===== config.mk =====
export PLATFORM = sky130hd
export DESIGN_NAME = bus_rr_arbiter4
export DESIGN_NICKNAME = d
export VERILOG_FILES = /design/src/rtl/bus_arb_pkg.sv /design/src/rtl/rr_pick4.sv /design/src/rtl/bus_rr_arbiter4.sv
export SDC_FILE = /design/constraint.sdc
export NUM_CORES = 1
export LEC_CHECK = 0
export CORE_MARGIN = 2
export CORE_UTILIZATION = 40
export CTS_CLUSTER_DIAMETER = 150
export DETAILED_ROUTE_END_ITERATION = 10
export PLACE_DENSITY = 0.68
export SYNTH_ARGS = -nofsm -noshare
export SYNTH_HDL_FRONTEND = slang
export SYNTH_HIERARCHICAL = 1
export SYNTH_SLANG_ARGS = --single-unit

===== constraint.sdc =====
create_clock -name clk -period 2.7 [get_ports clk]
set_input_delay 0.405 -clock clk [delete_from_list [all_inputs] [get_ports clk]]
set_output_delay 0.405 -clock clk [all_outputs]
set_load 0.02 [all_outputs]

===== src/rtl/bus_arb_pkg.sv =====
// Shared definitions for the four-master round-robin bus arbiter.
//
// Contents:
//   N_MST        number of masters (fixed at 4)
//   ID_W         width of a master index
//   ST_IDLE/ST_GRANT  raw state encodings; arb_state_e is built on top of them
//   id_to_onehot converts a master index into a one-hot grant vector
package bus_arb_pkg;

    localparam int unsigned N_MST = 4;
    localparam int unsigned ID_W  = 2;

    localparam logic [1:0] ST_IDLE  = 2'b00;
    localparam logic [1:0] ST_GRANT = 2'b01;

    typedef enum logic [1:0] {
        StIdle  = ST_IDLE,
        StGrant = ST_GRANT
    } arb_state_e;

    function automatic logic [N_MST-1:0] id_to_onehot(input logic [ID_W-1:0] id);
        logic [N_MST-1:0] one;
        one = {{(N_MST-1){1'b0}}, 1'b1};
        return one << id;
    endfunction

endpackage


===== src/rtl/rr_pick4.sv =====
// Combinational round-robin picker for four requesters.
//
// Scans req starting at (ptr+1) mod 4 and wrapping, so ptr itself is checked last.
// Ports:
//   req   [3:0]  request vector
//   ptr   [1:0]  index of the most recent owner
//   found        at least one request bit is set
//   idx   [1:0]  index of the winning requester (0 when found=0)
module rr_pick4
    import bus_arb_pkg::*;
(
    input  logic [N_MST-1:0] req,
    input  logic [ID_W-1:0]  ptr,
    output logic             found,
    output logic [ID_W-1:0]  idx
);

    always_comb begin
        logic [ID_W-1:0] cand;
        found = 1'b0;
        idx   = '0;
        cand  = ptr;
        for (int unsigned i = 1; i <= N_MST; i++) begin
            // 2-bit addition wraps naturally, giving the modulo-4 scan order
            cand = ptr + ID_W'(i);
            if (!found && req[cand]) begin
                found = 1'b1;
                idx   = cand;
            end
        end
    end

endmodule


===== src/rtl/bus_rr_arbiter4.sv =====
// Four-master round-robin arbiter for the shared system bus.
//
// grant is one-hot (or zero) and registered; grant_id drives the bus mux select and busy
// flags an active grant. All three outputs come from registers updated together.
// When BUS_ARB_TIMEOUT_EN is defined, an owner that has held the bus for MAX_HOLD cycles
// is forced to hand over if another master is waiting and the owner's lock bit is low.
// Without it, an owner keeps the bus while its req stays high and lock is ignored.
//
// Ports:
//   clk       bus clock, rising edge
//   reset     asynchronous active-high reset
//   req [3:0] level requests, one per master
//   lock[3:0] per-master lock; only the owner's bit matters (timeout build only)
//   grant[3:0] one-hot grant
//   grant_id [1:0] index of current owner, valid while busy
//   busy      any grant active
module bus_rr_arbiter4
    import bus_arb_pkg::*;
#(
    parameter int unsigned MAX_HOLD = 8
) (
    input  logic             clk,
    input  logic             reset,
    input  logic [N_MST-1:0] req,
    input  logic [N_MST-1:0] lock,
    output logic [N_MST-1:0] grant,
    output logic [ID_W-1:0]  grant_id,
    output logic             busy
);

    arb_state_e       state_q, state_d;
    logic [N_MST-1:0] grant_q, grant_d;
    logic [ID_W-1:0]  id_q, id_d;
    logic             busy_q, busy_d;
    logic [ID_W-1:0]  last_q, last_d;

    logic             owner_req;
    logic             others_pending;
    logic             timeout_fire;
    logic [ID_W-1:0]  pick_ptr;
    logic             pick_found;
    logic [ID_W-1:0]  pick_idx;

    assign owner_req      = req[id_q];
    assign others_pending = |(req & ~grant_q);

    // In IDLE rotate from the last owner; in GRANT rotate from the current owner.
    assign pick_ptr = (state_q == StGrant) ? id_q : last_q;

    rr_pick4 u_pick (
        .req   (req),
        .ptr   (pick_ptr),
        .found (pick_found),
        .idx   (pick_idx)
    );

`ifdef BUS_ARB_TIMEOUT_EN
    localparam int unsigned HOLD_W = $clog2(MAX_HOLD);
    localparam logic [HOLD_W-1:0] HOLD_MAX = HOLD_W'(MAX_HOLD - 1);

    logic [HOLD_W-1:0] hold_q, hold_d;

    assign timeout_fire = (state_q == StGrant) && (hold_q == HOLD_MAX) && others_pending &&
                          !lock[id_q];

    // Counts grant cycles of the current owner; cleared on every change of ownership.
    always_comb begin
        hold_d = '0;
        if (state_q == StGrant && owner_req && !timeout_fire) begin
            hold_d = (hold_q == HOLD_MAX) ? hold_q : hold_q + 1'b1;
        end
    end

    always_ff @(posedge clk or posedge reset) begin
        if (reset) begin
            hold_q <= '0;
        end else begin
            hold_q <= hold_d;
        end
    end
`else
    logic unused_cfg;

    assign timeout_fire = 1'b0;
    assign unused_cfg   = (^lock) ^ (MAX_HOLD != 0);
`endif

    always_comb begin
        state_d = state_q;
        grant_d = grant_q;
        id_d    = id_q;
        busy_d  = busy_q;
        last_d  = last_q;
        unique case (state_q)
            StIdle: begin
                if (pick_found) begin
                    state_d = StGrant;
                    id_d    = pick_idx;
                    grant_d = id_to_onehot(pick_idx);
                    busy_d  = 1'b1;
                end
            end
            StGrant: begin
                if (!owner_req || timeout_fire) begin
                    last_d = id_q;
                    // The owner's own bit is scanned last, so any other requester wins.
                    if (pick_found && pick_idx != id_q) begin
                        id_d    = pick_idx;
                        grant_d = id_to_onehot(pick_idx);
                    end else begin
                        state_d = StIdle;
                        grant_d = '0;
                        id_d    = '0;
                        busy_d  = 1'b0;
                    end
                end
            end
            default: begin
                state_d = StIdle;
                grant_d = '0;
                id_d    = '0;
                busy_d  = 1'b0;
            end
        endcase
    end

    always_ff @(posedge clk or posedge reset) begin
        if (reset) begin
            state_q <= StIdle;
            grant_q <= '0;
            id_q    <= '0;
            busy_q  <= 1'b0;
            last_q  <= ID_W'(N_MST - 1);
        end else begin
            state_q <= state_d;
            grant_q <= grant_d;
            id_q    <= id_d;
            busy_q  <= busy_d;
            last_q  <= last_d;
        end
    end

    assign grant    = grant_q;
    assign grant_id = id_q;
    assign busy     = busy_q;

endmodule


==> reports/metrics.csv, run 1 <==
metric,value,unit
status,"finished, final reports clean",
synth_warnings,6,
critPathArrivalTime,2.46,ns
ys_seq_elements,9,
setup_viol_count_final,0,
instances_no_fill,97,
hold_class,in -> async,
p_total,1.07,mW
skew,0.00401,ns
cts_setup_buffers,0,
dr.first_iter.drc_count,10,
hpwl,946,µm
required,2.85,ns
drc,0,
finalMaxSlewViolations,0,
cp_slowest_cell,dfrtp_1,
area_growth,23.0,%
grt.overflow.total,0,
pwr_density_cell,1320,nW/µm²
cp_common_cell,a21oi_1,
numCtsBuffers,3,
drive_gt1_share,21.0,%
final_cell_mix,"clkdlybuf4s50_1 (12), o21ai_0 (7), nand2b_1 (7), dfrtp_1 (7), inv_1 (6)",
core_area,1520,µm²
yosysSeqAreaShare,34.5,%
drtPass1Iterations,4,
start_util,43.3,%
finalCritPeriodShare,85.5,%
ctsHtreeMaxLevel,1,
grt_pass1_vias,497,
n_antenna_cell,0,
worstSetupPathType,reg -> reg,
clock_latency,0.26,ns
clock-sinks,9,
final_common_cell,clkdlybuf4s50_1,
synth_edf_count,0,
grt_pass1_wl,2390,µm
clkTransAtPathRegs,0.07,ns
tightest_slew,0.610,ns
pin_count,17,
crit_chain,nand2_1 -> o21ai_0 -> a21oi_1 -> a31oi_1 -> a21oi_1 -> nand2b_1 -> a21oi_1 -> mux2_4,
cts_root_buf,clkbuf_4,
fin_tns_setup,0,ns
crit_fanout,13,
die_h,44.6,µm
syn_avg_cell_area,9.84,µm²
crit_start,state_q[0]$_DFFE_PP0P_,
synth_cells,67,
timing.fmax,433,MHz
hold_violations,0,
antenna_found_initial,0,
rsz0062_at_grt,false,
syn_area,659,µm²
dp.cells,93,
rr_startpoint,state_q[0]$_DFFE_PP0P_,
num_rows,14,
cts_resized,0,
cts_tree,yes,
cap_viol_max_count,0,
worst_setup_path_start_kind,flip-flop,
fillers,146,
max_stage_delay,0.52,ns
clockBufferDepth,2,
grt_max_degree,14,
synth_ff_type,dfrtp_1,
port_buffers,12,
die_area,1990,µm²
synthArstFlopShare,100,%
dieWidth,44.6,µm
routed_wl,1390,µm
power.leakage,0.353,nW
cts_hold_buffers,0,
ir_drop,0.000584,V
num_vias,544,
place_congestion,0.795,
drt-wirelength-per-cell,14.3,µm
routed_via_density,5.61,
nets,92,
min_period,2.31,ns
crit_path_end_kind,flip-flop,
slew_headroom,58.9,%
ys_types,23,
ant_nets,0,
syn-num-nets,77,
grt_usage,16.9,%
## through the flow
step | area (µm²) | hold slack [ns] | setup WS [ns] | utilization, %
after floorplan | 659 | 0.231 | 0.545 | -
after global placement | 785 | 0.487 | 0.470 | 51.5
after detailed placement | 785 | 0.490 | 0.431 | 51.5
after CTS | 811 | 0.423 | 0.425 | 53.2
after global routing | 811 | 0.455 | 0.176 | 53.2
final | 811 | 0.404 | 0.392 | 53.2
## kinds of logic after synthesis
logic type / count (synthesis) / synth area share [%]
AOI/OAI and AO/OA: 19 / 21.6
xor gates and xnor gates: 2 / 2.66
buffers and inverters: 8 / 5.69
DFF: 9 / 34.5
muxes: 11 / 21.1
and+or+nand+nor: 18 / 14.4
## layer usage
layer / vias to the layer above / wire [µm] / GRT usage [%]
met5: - / 0 / 0
met2: 10 / 649 / 24.6
met4: 0 / 10 / 5.45
met1: 269 / 680 / 23.2
li1: 263 / - / -
met3: 2 / 50 / 6.12
## report_power, final
group	switching (mW)	leakage [nW]	internal (mW)	total, mW
Combinational	0.336	0.231	0.345	0.681
Clock	0.0507	0.0150	0.0571	0.108
Sequential	0.0787	0.107	0.205	0.283
## registers in the layout, indices dropped and copies added, names as in the netlist
signal / cells
grant_id: 2
last_q: 2
grant: 4
state_q: 1
## path summary, 6_finish.rpt
kind | to | slack, ns | cells past startpoint
hold / removal | grant[0]$_DFFE_PP0P_ | 0.40 | 2
setup reg to reg | grant[1]$_DFFE_PP0P_ | 0.39 | 8
setup / recovery | grant[1]$_DFFE_PP0P_ | 0.39 | 8
hold reg to reg | last_q[1]$_DFFE_PP1P_ | 0.51 | 2
max in group asynchronous | last_q[1]$_DFFE_PP1P_ | 1.99 | 2
min in group clk | last_q[1]$_DFFE_PP1P_ | 0.51 | 2
## cell usage after synthesis (2+ instances only)
cell      n  area, µm²
mux2_4    5       75.1
mux2_2    3       33.8
mux2i_1   3       30.0
nand3_1   5       25.0
nor2_1    2       7.51
inv_1     6       22.5
o21ai_0   7       35.0
dfrtp_1   7        175
a21oi_1   5       25.0
dfstp_2   2       52.6
nand2b_1  7       43.8
xnor2_1   2       17.5
nand2_1   3       11.3
## layout make-up
class                   instances  area, µm²  area share (%)
repair buffers                 12        120            14.8
multi-input cells              50        394            48.6
flip-flops and latches          9        228            28.1
inverters                       6       22.5            2.78
well taps                      16       20.0            2.47
clock buffers                   4       26.3            3.24
## critical path, delay by kind of cell, from the launching register on
family	cells	cell delay, ns
flops	1	0.52
simple gates	2	0.38
mux	1	0.28
compound gates	5	1.01
Note: power is estimated with default switching activity, not from simulation.
==> run 2, diff against run 1 <==
--- a/constraint.sdc
+++ b/constraint.sdc
@@ -3,2 +3,2 @@
 set_output_delay 0.405 -clock clk [all_outputs]
-set_load 0.02 [all_outputs]
+set_load 0.1 [all_outputs]
==> run 2 against run 1 <==
Worst hold slack got worse by 0.015 ns. Critical path depth fell by 2. First-iteration DRC count rose by 10%. Worst setup slack improved by 0.0049 ns. Sequential share of layout area rose by 0.62 points. Design area fell by 2.2%.
==> reports/metrics.csv, run 2 (synthesis results as in run 1) <==
metric,value,unit
n_antenna_cell,0,
finalMaxSlewViolations,0,
numCtsBuffers,3,
worst_setup_path_start_kind,flip-flop,
clock_latency,0.27,ns
r2r_setup_slack,0.40,ns
nets,92,
hold_class,in -> async,
cp_slowest_cell,o21ai_0,
place_congestion,0.813,
grt_usage,16.4,%
slew_headroom,59.1,%
crit_path_end_kind,flip-flop,
required,2.86,ns
final_cell_mix,"o21ai_0 (7), nand2b_1 (7), dfrtp_1 (7), buf_4 (7), inv_1 (6)",
pin_count,17,
ant_nets,0,
start_util,43.3,%
rr_startpoint,state_q[0]$_DFFE_PP0P_,
dp.cells,93,
drt-wirelength-per-cell,13.5,µm
finalCritPeriodShare,85.3,%
dr.first_iter.drc_count,11,
num_rows,14,
clockBufferDepth,2,
antenna_found_initial,0,
max_stage_delay,0.57,ns
largest_reg_flops,4,
drtPass1Iterations,4,
fin_tns_setup,0,ns
clock-sinks,9,
highest_layer,met4,
num_vias,530,
min_period,2.30,ns
instances_no_fill,97,
cts_resized,0,
crit_buf_inv,0,
rsz0062_at_grt,false,
dieWidth,44.6,µm
hold_violations,0,
cts_root_buf,clkbuf_4,
met1_length,663,µm
port_buffers,12,
die_area,1990,µm²
cp_common_cell,a21oi_1,
tightest_slew,0.606,ns
cts_hold_buffers,0,
ctsHtreeMaxLevel,1,
timing.fmax,434,MHz
worstSetupPathType,reg -> reg,
wl_met2,563,µm
core_area,1520,µm²
critPathArrivalTime,2.46,ns
wl_met3,71,µm
setup_viol_count_final,0,
grt_max_degree,14,
cts_tree,yes,
routed_wl,1310,µm
skew,0.000612,ns
hpwl,986,µm
cpLargestDelayFamily,compound AO/OA/AOI/OAI gates,
grt.overflow.total,0,
clkTransAtPathRegs,0.07,ns
routed_via_density,5.46,
grt_pass1_wl,2280,µm
die_h,44.6,µm
grt_pass1_vias,475,
drc,0,
cap_viol_max_count,0,
area_growth,20.3,%
rr_endpoint,grant[1]$_DFFE_PP0P_,
cts_setup_buffers,0,
crit_chain,o21ai_0 -> a31oi_1 -> a21oi_1 -> nand2b_1 -> a21oi_1 -> mux2_4,
status,"finished, final reports clean",
drive_gt1_share,29.6,%
ff2ff_path_depth,6,
crit_fanout,13,
==> run 2: changes by cell type in the layout (fill, tap and decap cells not counted), sizes merged <==
cell	previous run	this run
buf	0	7
clkdlybuf4s50	12	5
==> run 2: layout make-up <==
type,count,area [µm²]
Clock buffer,4,26.3
Timing Repair Buffer,12,103
Multi-Input combinational cell,50,394
Inverter,6,22.5
Tap cell,16,20.0
Fill cell,139,731
Sequential cell,9,228
==> run 2: worst max path at each step <==
| stage | slack, ns | endpoint | startpoint | depth (start not counted) |
|---|---|---|---|---|
| CTS | 0.44 | grant[1]$_DFFE_PP0P_ | state_q[0]$_DFFE_PP0P_ | 6 |
| finish | 0.40 | grant[1]$_DFFE_PP0P_ | state_q[0]$_DFFE_PP0P_ | 6 |
| detailed placement | 0.45 | grant[1]$_DFFE_PP0P_ | state_q[0]$_DFFE_PP0P_ | 8 |
| global placement | 0.46 | grant[1]$_DFFE_PP0P_ | state_q[0]$_DFFE_PP0P_ | 6 |
| floorplan | 0.03 | grant[1]$_DFFE_PP0P_ | state_q[0]$_DFFE_PP0P_ | 8 |
| global route | 0.19 | grant_id[0]$_DFFE_PP0P_ | state_q[0]$_DFFE_PP0P_ | 7 |
==> run 2: metal layers <==
metal	vias to the layer above	GRT usage [%]
met5	-	0
met4	0	3.64
li1	267	-
met1	248	22.9
met2	12	23.2
met3	3	7.35
==> run 2: through the flow <==
step / worst slack (ns) / hold slack, ns / area, µm² / utilization (%)
after floorplan: 0.0347 / 0.231 / 659 / -
after global placement: 0.457 / 0.488 / 767 / 50.3
after detailed placement: 0.448 / 0.498 / 767 / 50.3
after CTS: 0.437 / 0.402 / 793 / 52.1
after global routing: 0.186 / 0.418 / 793 / 52.1
final: 0.397 / 0.389 / 793 / 52.1
Power of run 2 is left out: the tool's default activity adds up to more than one toggle a clock period on the data nets, which glitch-free logic cannot reach.
